### config.mk
export PLATFORM = sky130hd
export DESIGN_NAME = axis_block_packer
export DESIGN_NICKNAME = d
export VERILOG_FILES = /design/src/rtl/axis_block_packer.sv
export SDC_FILE = /design/constraint.sdc
export NUM_CORES = 1
export LEC_CHECK = 0
export BUFFER_PORTS_ARGS = -buffer_cell sky130_fd_sc_hd__buf_2
export CAP_MARGIN = 10
export CORE_ASPECT_RATIO = 1.2
export CORE_MARGIN = 2
export CORE_UTILIZATION = 49
export CTS_CLUSTER_DIAMETER = 150
export DETAILED_ROUTE_END_ITERATION = 8
export MAX_ROUTING_LAYER = met4
export PLACE_DENSITY = 0.7
export SETUP_SLACK_MARGIN = 0.05
export SLEW_MARGIN = 20
export SYNTH_ARGS = -nofsm -noshare
export SYNTH_HDL_FRONTEND = slang
export SYNTH_SLANG_ARGS = --single-unit
### constraint.sdc
create_clock -name Clk -period 17.7 [get_ports Clk]
set_input_delay 0.885 -clock Clk [delete_from_list [all_inputs] [get_ports Clk]]
set_output_delay 0.885 -clock Clk [all_outputs]
set_load 0.05 [all_outputs]
### src/rtl/axis_block_packer.sv
// Packs an 8-bit AXI-Stream into 128-bit blocks with optional PKCS#7 padding. The block appears one cycle after the closing byte.
// Input backpressure: s_axis_tready is low while a block is held for output. It does not depend on m_axis_tready.
module axis_block_packer #(
    parameter int CNT_W                = 16,
    parameter bit BYTE_ORDER_MSB_FIRST = 1'b1
) (
    input  logic             Clk,
    input  logic             Rst,
    input  logic             En,
    input  logic             PadEn,
    input  logic             Flush,
    input  logic [7:0]       s_axis_tdata,
    input  logic             s_axis_tvalid,
    output logic             s_axis_tready,
    input  logic             s_axis_tlast,
    output logic [127:0]     m_axis_tdata,
    output logic             m_axis_tvalid,
    input  logic             m_axis_tready,
    output logic             m_axis_tlast,
    output logic [4:0]       Fill,
    output logic             Busy,
    output logic [CNT_W-1:0] BlockCnt
);

    typedef enum logic [1:0] {FILL, EMIT, EMIT_PAD} state_t;

    state_t             state_q;
    logic [15:0][7:0]   acc_q, acc_d;
    logic [4:0]         fill_q, fill_d;
    logic               pad_pending_q;
    logic [127:0]       tdata_q, blk_d;
    logic               tvalid_q, tlast_q;
    logic [CNT_W-1:0]   cnt_q;

    logic               s_acc, flush_eff, full_d, last_byte_d, tlast_close_d, close_d, pend_d;
    logic [7:0]         pad_byte_d;
    logic [7:0]         slot_d [16];

    assign s_axis_tready = (state_q == FILL) && En && !Rst;
    assign m_axis_tdata  = tdata_q;
    assign m_axis_tvalid = tvalid_q;
    assign m_axis_tlast  = tlast_q;
    assign Fill          = fill_q;
    assign Busy          = (state_q != FILL) || (fill_q != 5'd0);
    assign BlockCnt      = cnt_q;

    // A byte and a Flush in the same cycle: the byte is counted first, then the flush sees the new count.
    always_comb begin
        s_acc  = s_axis_tvalid && s_axis_tready;
        acc_d  = acc_q;
        fill_d = fill_q;
        if (s_acc) begin
            acc_d[fill_q[3:0]] = s_axis_tdata;
            fill_d             = fill_q + 5'd1;
        end
        flush_eff     = (state_q == FILL) && En && Flush && ((fill_d != 5'd0) || PadEn);
        full_d        = (fill_d == 5'd16);
        last_byte_d   = s_acc && s_axis_tlast;
        tlast_close_d = last_byte_d || flush_eff;
        close_d       = (s_acc && full_d) || tlast_close_d;
        pend_d        = PadEn && full_d && last_byte_d;
        pad_byte_d    = PadEn ? {3'b000, 5'd16 - fill_d} : 8'h00;
        blk_d         = '0;
        for (int i = 0; i < 16; i++) begin
            slot_d[i] = (5'(i) < fill_d) ? acc_d[i] : pad_byte_d;
            if (BYTE_ORDER_MSB_FIRST)
                blk_d[127 - 8*i -: 8] = slot_d[i];
            else
                blk_d[8*i +: 8] = slot_d[i];
        end
    end

    always_ff @(posedge Clk or posedge Rst) begin
        if (Rst) begin
            state_q       <= FILL;
            acc_q         <= '0;
            fill_q        <= '0;
            pad_pending_q <= 1'b0;
            tdata_q       <= '0;
            tvalid_q      <= 1'b0;
            tlast_q       <= 1'b0;
            cnt_q         <= '0;
        end else begin
            case (state_q)
                FILL: begin
                    acc_q  <= acc_d;
                    fill_q <= fill_d;
                    if (close_d) begin
                        tdata_q       <= blk_d;
                        tlast_q       <= tlast_close_d && !pend_d;
                        pad_pending_q <= pend_d;
                        tvalid_q      <= 1'b1;
                        fill_q        <= 5'd0;
                        state_q       <= EMIT;
                    end
                end
                EMIT: begin
                    if (tvalid_q && m_axis_tready) begin
                        cnt_q <= cnt_q + 1'b1;
                        if (pad_pending_q) begin
                            tdata_q       <= {16{8'h10}};
                            tlast_q       <= 1'b1;
                            pad_pending_q <= 1'b0;
                            state_q       <= EMIT_PAD;
                        end else begin
                            tvalid_q <= 1'b0;
                            tlast_q  <= 1'b0;
                            state_q  <= FILL;
                        end
                    end
                end
                EMIT_PAD: begin
                    if (tvalid_q && m_axis_tready) begin
                        cnt_q    <= cnt_q + 1'b1;
                        tvalid_q <= 1'b0;
                        tlast_q  <= 1'b0;
                        state_q  <= FILL;
                    end
                end
                default: state_q <= FILL;
            endcase
        end
    end

endmodule

### Word-level counts from Yosys, hierarchy flattened

Cells that the tools add are included.

* flip-flop bits (word level): 282
* bits of input ports: 16
* logic and storage cells: 126

* add/sub/neg operators: 3
* order comparisons: 18
* equal/unequal tests: 8
* mux-type cells: 43
* reduce and logical (&&, ||, !) cells: 31

Operator list (number)
* two-way mux 128 bit: 4
* case mux 128 bit (2 select lines): 1
* two-way mux 8 bit: 17
* bitwise mux 128 bit: 1
* less-than comparator 4 x 5 -> 1 bit, first input constant: 8
* demux 8 bit (select 4 bit): 1
* less-than comparator 3 x 5 -> 1 bit, first input constant: 4
* adder 16 x 1 -> 16 bit, second input constant: 1
* two-way mux 5 bit: 3
* logical AND 1 bit: 12
* less-than comparator 1 x 5 -> 1 bit, first input constant: 2
* less-than comparator 2 x 5 -> 1 bit, first input constant: 2
* inequality test 2 bit, second input constant: 5
* nonzero test 5 bit: 2
* two-way mux 1 bit: 8
* two-way mux 2 bit: 4
* AND reduction 4 bit: 2
* case mux 1 bit (3 select lines): 2
* case mux 2 bit (3 select lines): 1
* AND reduction 3 bit: 2
* adder 5 x 1 -> 5 bit, second input constant: 1
* equality test 5 bit, second input constant: 1
* less-than comparator 4 x 5 -> 1 bit, second input constant: 1
* AND reduction 5 bit: 1
* 12 further kinds: 17

### Longest topological paths before layout

* word-level depth: 12
* depth in mapped cells: 19
* depth with buffers taken out: 14

### Worst setup path before layout

OpenSTA, ideal clock, no wires.

* kind: in2reg
* from: input port Rst
* to: register tvalid_q, in the netlist m_axis_tvalid
* library setup time: 0.079 ns
* arrival time: 8.863 ns
* data required time: 17.621 ns
* setup slack: 8.758 ns
* stages on the path: 7
* path buffers: 1
* cells stage by stage: inv_1 a41oi_1 nand2_1 buf_2 inv_1 a2111oi_0 mux2i_1

* longest elaborated chain between the ends: 11
* elaborated cells on any way between the ends: 14
* classes of those cells: 2 x eq/ne; 1 x mux; 11 x reduce/logical

Ends and longest elaborated chain
* start: declaration: RTL line 8 `input logic Rst,`
* logical NOT 1 bit (no source line) (*)
* logical AND 1 bit (*): RTL line 39 `assign s_axis_tready = (state_q == FILL) && En && !Rst;`
* logical AND 1 bit (*): RTL line 49 `s_acc = s_axis_tvalid && s_axis_tready;`
* two-way mux 5 bit: RTL line 52 `if (s_acc) begin`
* nonzero test 5 bit: RTL line 56 `flush_eff = (state_q == FILL) && En && Flush && ((fill_d != 5'd0) || PadEn);`
* logical OR 1 bit: RTL line 56
* logical AND 1 bit: RTL line 56
* logical OR 1 bit: RTL line 59 `tlast_close_d = last_byte_d || flush_eff;`
* logical OR 1 bit (*): RTL line 60 `close_d = (s_acc && full_d) || tlast_close_d;`
* inequality test 2 bit (no source line) (*)
* AND reduction 5 bit (no source line) (*)
* end signal: assignment: RTL line 80 `tvalid_q <= 1'b0;`
* end signal: assignment: RTL line 92 `tvalid_q <= 1'b1;`
* end signal: assignment: RTL line 106 `tvalid_q <= 1'b0;`
* end: declaration: RTL line 32 `logic tvalid_q, tlast_q;`

Mark *: on every way between the ends. The rest lies on a longest branch, timed or not.
A chain may end at the register's enable or synchronous reset.

### Worst setup path after layout

* from: register state_q[1]
* to: register tdata_q[35], in the netlist m_axis_tdata[35]

* longest elaborated chain between the ends: 12
* elaborated cells on any way between the ends: 27
* classes of those cells: 1 x add/sub; 1 x order compare; 5 x eq/ne; 6 x mux; 14 x reduce/logical

Ends and longest elaborated chain
* start: declaration: RTL line 27 `state_t state_q;`
* start signal: assignment: RTL line 75 `state_q <= FILL;`
* start signal: assignment: RTL line 94 `state_q <= EMIT;`
* start signal: assignment: RTL line 104 `state_q <= EMIT_PAD;`
* parallel branches: the longest is 12 deep, another holds subtractor 5 bit
* end signal: assignment: RTL line 89 `tdata_q <= blk_d;`
* end signal: assignment: RTL line 101 `tdata_q <= {16{8'h10}};`
* end: declaration: RTL line 31 `logic [127:0] tdata_q, blk_d;`

Several ways; the timed one is not identified. The select of a mux whose other input is x is not followed.

==> results.md <==
Outcome:
- The run finished with clean final reports.

Placed design:
- The placement-stage cell area is roughly 13000 um^2.
- The placer congestion estimate is 0.920.
- Summed over all nets, the half-perimeter wirelength after detailed placement is 21200 um.
- During placement, the flow inserted port buffers numbering 168.

STA:
- The tightest hold margin is 469 ps.
- For the final database, setup skew stands at 8.06 ps.
- The number of pins with negative max-slew slack in the final report came to 0.
- The clock period minus worst slack is between 5000 and 6000 ps.
- Summed over all failing endpoints, the final setup total negative slack is 0 ps.
- The headroom to the max-slew limit is 36.9%.
- Setup repair after global routing left no endpoint under its margin.
- Setup violations remaining at the end of the flow were counted as 0.
- The part of the cycle the worst path needs is 31.2%.
- The number of hold violations in the final report is 0.
- The highest attainable clock frequency is 181 MHz.
- The slew at the pin closest to its max-slew limit is 944 ps.

Clock network:
- The TritonCTS clock tree is done.
- The maximum clock path buffer count is 3.
- The buffer count from post-CTS setup fixing is 0.
- The TritonCTS buffer count is 28.
- In this run the number of H-tree levels came out at 1.
- The number of hold buffers added after CTS was 0.
- The later-pin clock latency in the skew report is approximately 540 ps.
- The number of sinks on the clock net is 282.
- In this run the clock root is driven by a sky130_fd_sc_hd__clkbuf_16.
- The clock transition at the registers of the reported paths is 60 ps.
- Post-CTS repair changed the size of 0 cells.

Finish:
- Cells with a size suffix above 1 make up a little under a third of the layout.
- Relative to the synthesized area, the layout overhead comes to 16.0%.
- Cells fill 57.8% of the core in the end.
- The multi-input combinational cells in the finished layout cover a total of slightly below 5000 um^2.
- The filler cells instantiated in the layout total 2048.
- The library cell used most frequently in the layout, excluding fill and tap cells, is sky130_fd_sc_hd__dfrtp_1.
- Summing all non-filler instances in the final layout gives an area of 14300 um^2.
- After the last flow step, the layout net total stands at 1189.
- The sequential cells in the finished layout cover a total of slightly above 7000 um^2.
- The top cell types in the final layout, fill and taps aside, are sky130_fd_sc_hd__dfrtp_1, sky130_fd_sc_hd__buf_2, sky130_fd_sc_hd__mux2_2, sky130_fd_sc_hd__nand2_1, sky130_fd_sc_hd__nor2_1.
- The total inserted antenna cells is 0.

Die:
- The die covers 26400 um^2.
- The die is 178 um tall.
- The area of the core is 24700 um^2.
- After floorplanning, the core was divided into 63 placement rows.
- For this configuration, the core starts out at a cell density of 49.9%.
- For this design the top-level I/O count stands at 169.
- The die is 149 um wide.

Hold path:
- The class of the tightest hold or removal check is register to register.
- The worst hold path begins at BlockCnt[15]$_DFFE_PP0P_.
- The hold-critical path depth is 1.
- The path with the worst hold slack has its endpoint at BlockCnt[15]$_DFFE_PP0P_.

Synth:
- Counting flops with an async set or reset pin after synthesis yields a share of 100%.
- For this run, the number of Yosys warnings is 0.
- The synthesized area per cell is 12.1 um^2.
- The unique cell type count in the Yosys netlist is 70.
- Counting flops and latches in the post-synthesis netlist gives 282.
- The post-synthesis cell area is between 10000 and 15000 um^2.
- In the synthesized netlist the dominant register cell turns out to be sky130_fd_sc_hd__dfrtp_1.
- The number of enable-type register cells in the synthesized netlist is 0.
- The total nets after synthesis is between 1k and 1.5k.
- The sequential element share of the synthesized area is 57.4%.
- Synthesis produced a netlist whose cell count is just over 1k.

Power and ir drop:
- The relative contribution of the clock network to total power is 26.5%.
- The analysis attributes to cell leakage a power of 7.38 nW.
- For this design the total switching power over the nets is 0.918 mW.
- In this run switching power makes up 41.5% of total power.
- Total power for the finished layout comes to roughly 2.2 mW.
- The share of power burned in combinational logic is 36.3%.
- Internal power comes to ~1.3 mW.
- The sequential group share of total power is a little under two fifths.
- In this run the power density over the cells is 155 nW/um^2.
- The peak ir drop on the vdd network is 154 uV.

GRT:
- Global routing used 25.2% of the available tracks across all layers.
- The number of antenna violations at the first check in global routing was 0.
- The aggregate global routing overflow is 0.
- Entering global routing, the biggest net connects 133 pins.
- The via count of the first global-routing pass is 8695.
- The first-pass GRT wire length is 50300 um.

Setup path:
- STA puts the critical path data required time at 18180 ps.
- For the worst setup path, the data arrival time is 6010 ps.
- STA classifies the critical path endpoint as a register.
- The critical register-to-register path endpoint is m_axis_tdata[35]$_DFFE_PP0P_.
- Counting cells, the worst reg-to-reg path comes to 13.
- In this run the register-to-register setup slack is 12180 ps.
- The start-to-end type of the worst setup path is register to register.
- The startpoint identified for the worst register-to-register timing path is state_q[1]$_DFFE_PP0P_.
- The critical path startpoint category is a register.
- The largest driver fanout on the critical path is 73.

Routing:
- The detail-routed via count per cell is 5.87.
- The final layout contains routed wiring with a total length of 32600 um.
- The first-iteration detailed-routing DRC count is 716.
- Across all layers, the routed design uses 8831 vias.
- The detail route stage leaves a number of antenna-violating nets equal to 0.
- The final routed DRC violation total is 0.
- The total iterations of the first detailed-routing run is 5.
- The routed length per instance is 21.6 um.

Flow run:
- The max-cap check violation count is 0.
## worst max-delay path by stage
| stage | slack (ps) | end | cells after the start | start |
|---|---|---|---|---|
| after CTS | 12110 | m_axis_tdata[35]$_DFFE_PP0P_ | 13 | state_q[1]$_DFFE_PP0P_ |
| after global placement | 12090 | m_axis_tdata[35]$_DFFE_PP0P_ | 12 | Rst |
| after global routing | 11730 | m_axis_tdata[35]$_DFFE_PP0P_ | 13 | state_q[1]$_DFFE_PP0P_ |
| after detailed placement | 12030 | m_axis_tdata[35]$_DFFE_PP0P_ | 12 | Rst |
| after floorplan | 8760 | m_axis_tvalid$_DFFE_PP0P_ | 7 | Rst |
| final | 12180 | m_axis_tdata[35]$_DFFE_PP0P_ | 13 | state_q[1]$_DFFE_PP0P_ |
## worst max-delay path, stage by stage, from the launching register on
cell and delay (ps):
sky130_fd_sc_hd__dfrtp_1 400, sky130_fd_sc_hd__inv_1 160, sky130_fd_sc_hd__ha_1 400, sky130_fd_sc_hd__nand4b_2 550, sky130_fd_sc_hd__nor2_4 620, sky130_fd_sc_hd__xnor2_4 250, sky130_fd_sc_hd__inv_1 350, sky130_fd_sc_hd__ha_1 350
sky130_fd_sc_hd__a41oi_1 420, sky130_fd_sc_hd__nand2_1 350, sky130_fd_sc_hd__o21ai_4 410, sky130_fd_sc_hd__buf_4 740, sky130_fd_sc_hd__a22oi_1 200, sky130_fd_sc_hd__a21bo_2 220
## per-stage QoR
stage	setup slack (ps)	std cells
global route	11730	1505
CTS	12110	1504
detailed placement	12030	1454
floorplan	8760	1015
finish	12180	1505
global placement	12090	1454
## final cells by class
type | count | share of cell area [%]
Inverter | 20 | 0.579
Timing Repair Buffer | 177 | 6.44
Sequential cell | 282 | 49.4
Tap cell | 325 | 2.85
Multi-Input combinational cell | 651 | 34.4
Clock inverter | 6 | 0.605
Clock buffer | 44 | 5.69
## state kept, by name (all words and copies together) (netlist names)
name and cells:
acc_q 128, m_axis_tvalid 1, BlockCnt 16, Fill 5
state_q 2, pad_pending_q 1, m_axis_tlast 1, m_axis_tdata 128
## Yosys cell counts (5+ instances only)
master | count | area (um^2)
sky130_fd_sc_hd__and3_1 | 8 | 50.1
sky130_fd_sc_hd__mux2i_1 | 29 | 290
sky130_fd_sc_hd__nand2_1 | 91 | 342
sky130_fd_sc_hd__nor3_1 | 9 | 45.0
sky130_fd_sc_hd__a221o_1 | 19 | 190
sky130_fd_sc_hd__inv_1 | 20 | 75.1
sky130_fd_sc_hd__buf_1 | 6 | 22.5
sky130_fd_sc_hd__and2_1 | 6 | 37.5
sky130_fd_sc_hd__a32oi_1 | 7 | 61.3
sky130_fd_sc_hd__buf_4 | 6 | 45.0
sky130_fd_sc_hd__a22oi_1 | 5 | 37.5
sky130_fd_sc_hd__nor2b_1 | 8 | 50.1
sky130_fd_sc_hd__ha_1 | 13 | 163
sky130_fd_sc_hd__buf_2 | 19 | 95.1
sky130_fd_sc_hd__nand3_1 | 33 | 165
sky130_fd_sc_hd__mux2_2 | 128 | 1440
sky130_fd_sc_hd__o31ai_1 | 7 | 52.6
sky130_fd_sc_hd__o22ai_1 | 5 | 31.3
sky130_fd_sc_hd__clkbuf_1 | 30 | 113
sky130_fd_sc_hd__nand4_1 | 6 | 37.5
sky130_fd_sc_hd__a32o_1 | 16 | 160
sky130_fd_sc_hd__nor2_1 | 63 | 236
sky130_fd_sc_hd__a21o_1 | 6 | 45.0
sky130_fd_sc_hd__dfrtp_1 | 282 | 7060
sky130_fd_sc_hd__a22o_1 | 36 | 315
sky130_fd_sc_hd__o21ai_0 | 39 | 195
sky130_fd_sc_hd__o311ai_0 | 5 | 43.8
sky130_fd_sc_hd__xnor2_1 | 14 | 123
sky130_fd_sc_hd__a21oi_1 | 23 | 115
sky130_fd_sc_hd__nand2b_1 | 6 | 37.5
sky130_fd_sc_hd__xor2_1 | 6 | 52.6
## cells by family (layout without fill, tap and decap cells)
kind of cell,after synthesis,in the layout,synth area share (%)
flops,282,282,57.4
fa+ha+maj,13,13,1.32
buf+inv,82,247,2.94
simple gates,256,256,9.95
compound gates,204,204,12.7
mux,157,157,14.1
xor+xnor,21,21,1.65
## layer usage
layer / up-vias / share of wire, % / global-route usage, %
met2: 303 / 49 / 40.2
met1: 4503 / 42 / 34.0
met5: - / 0 / -
met3: 72 / 6.1 / 3.68
li1: 3953 / - / -
met4: 0 / 2.7 / 7.26
## power by group through the flow
stage | clock network, mW | logic (mW) | registers [mW]
3_3_place_gp | 0 | 0.790 | 0.832
2_1_floorplan | 0 | 0.328 | 1.09
6_report | 0.588 | 0.803 | 0.824
5_1_grt | 0.624 | 0.857 | 0.835
4_1_cts | 0.593 | 0.802 | 0.824
3_5_place_dp | 0 | 0.799 | 0.834
(Power assumes the default switching activity.)
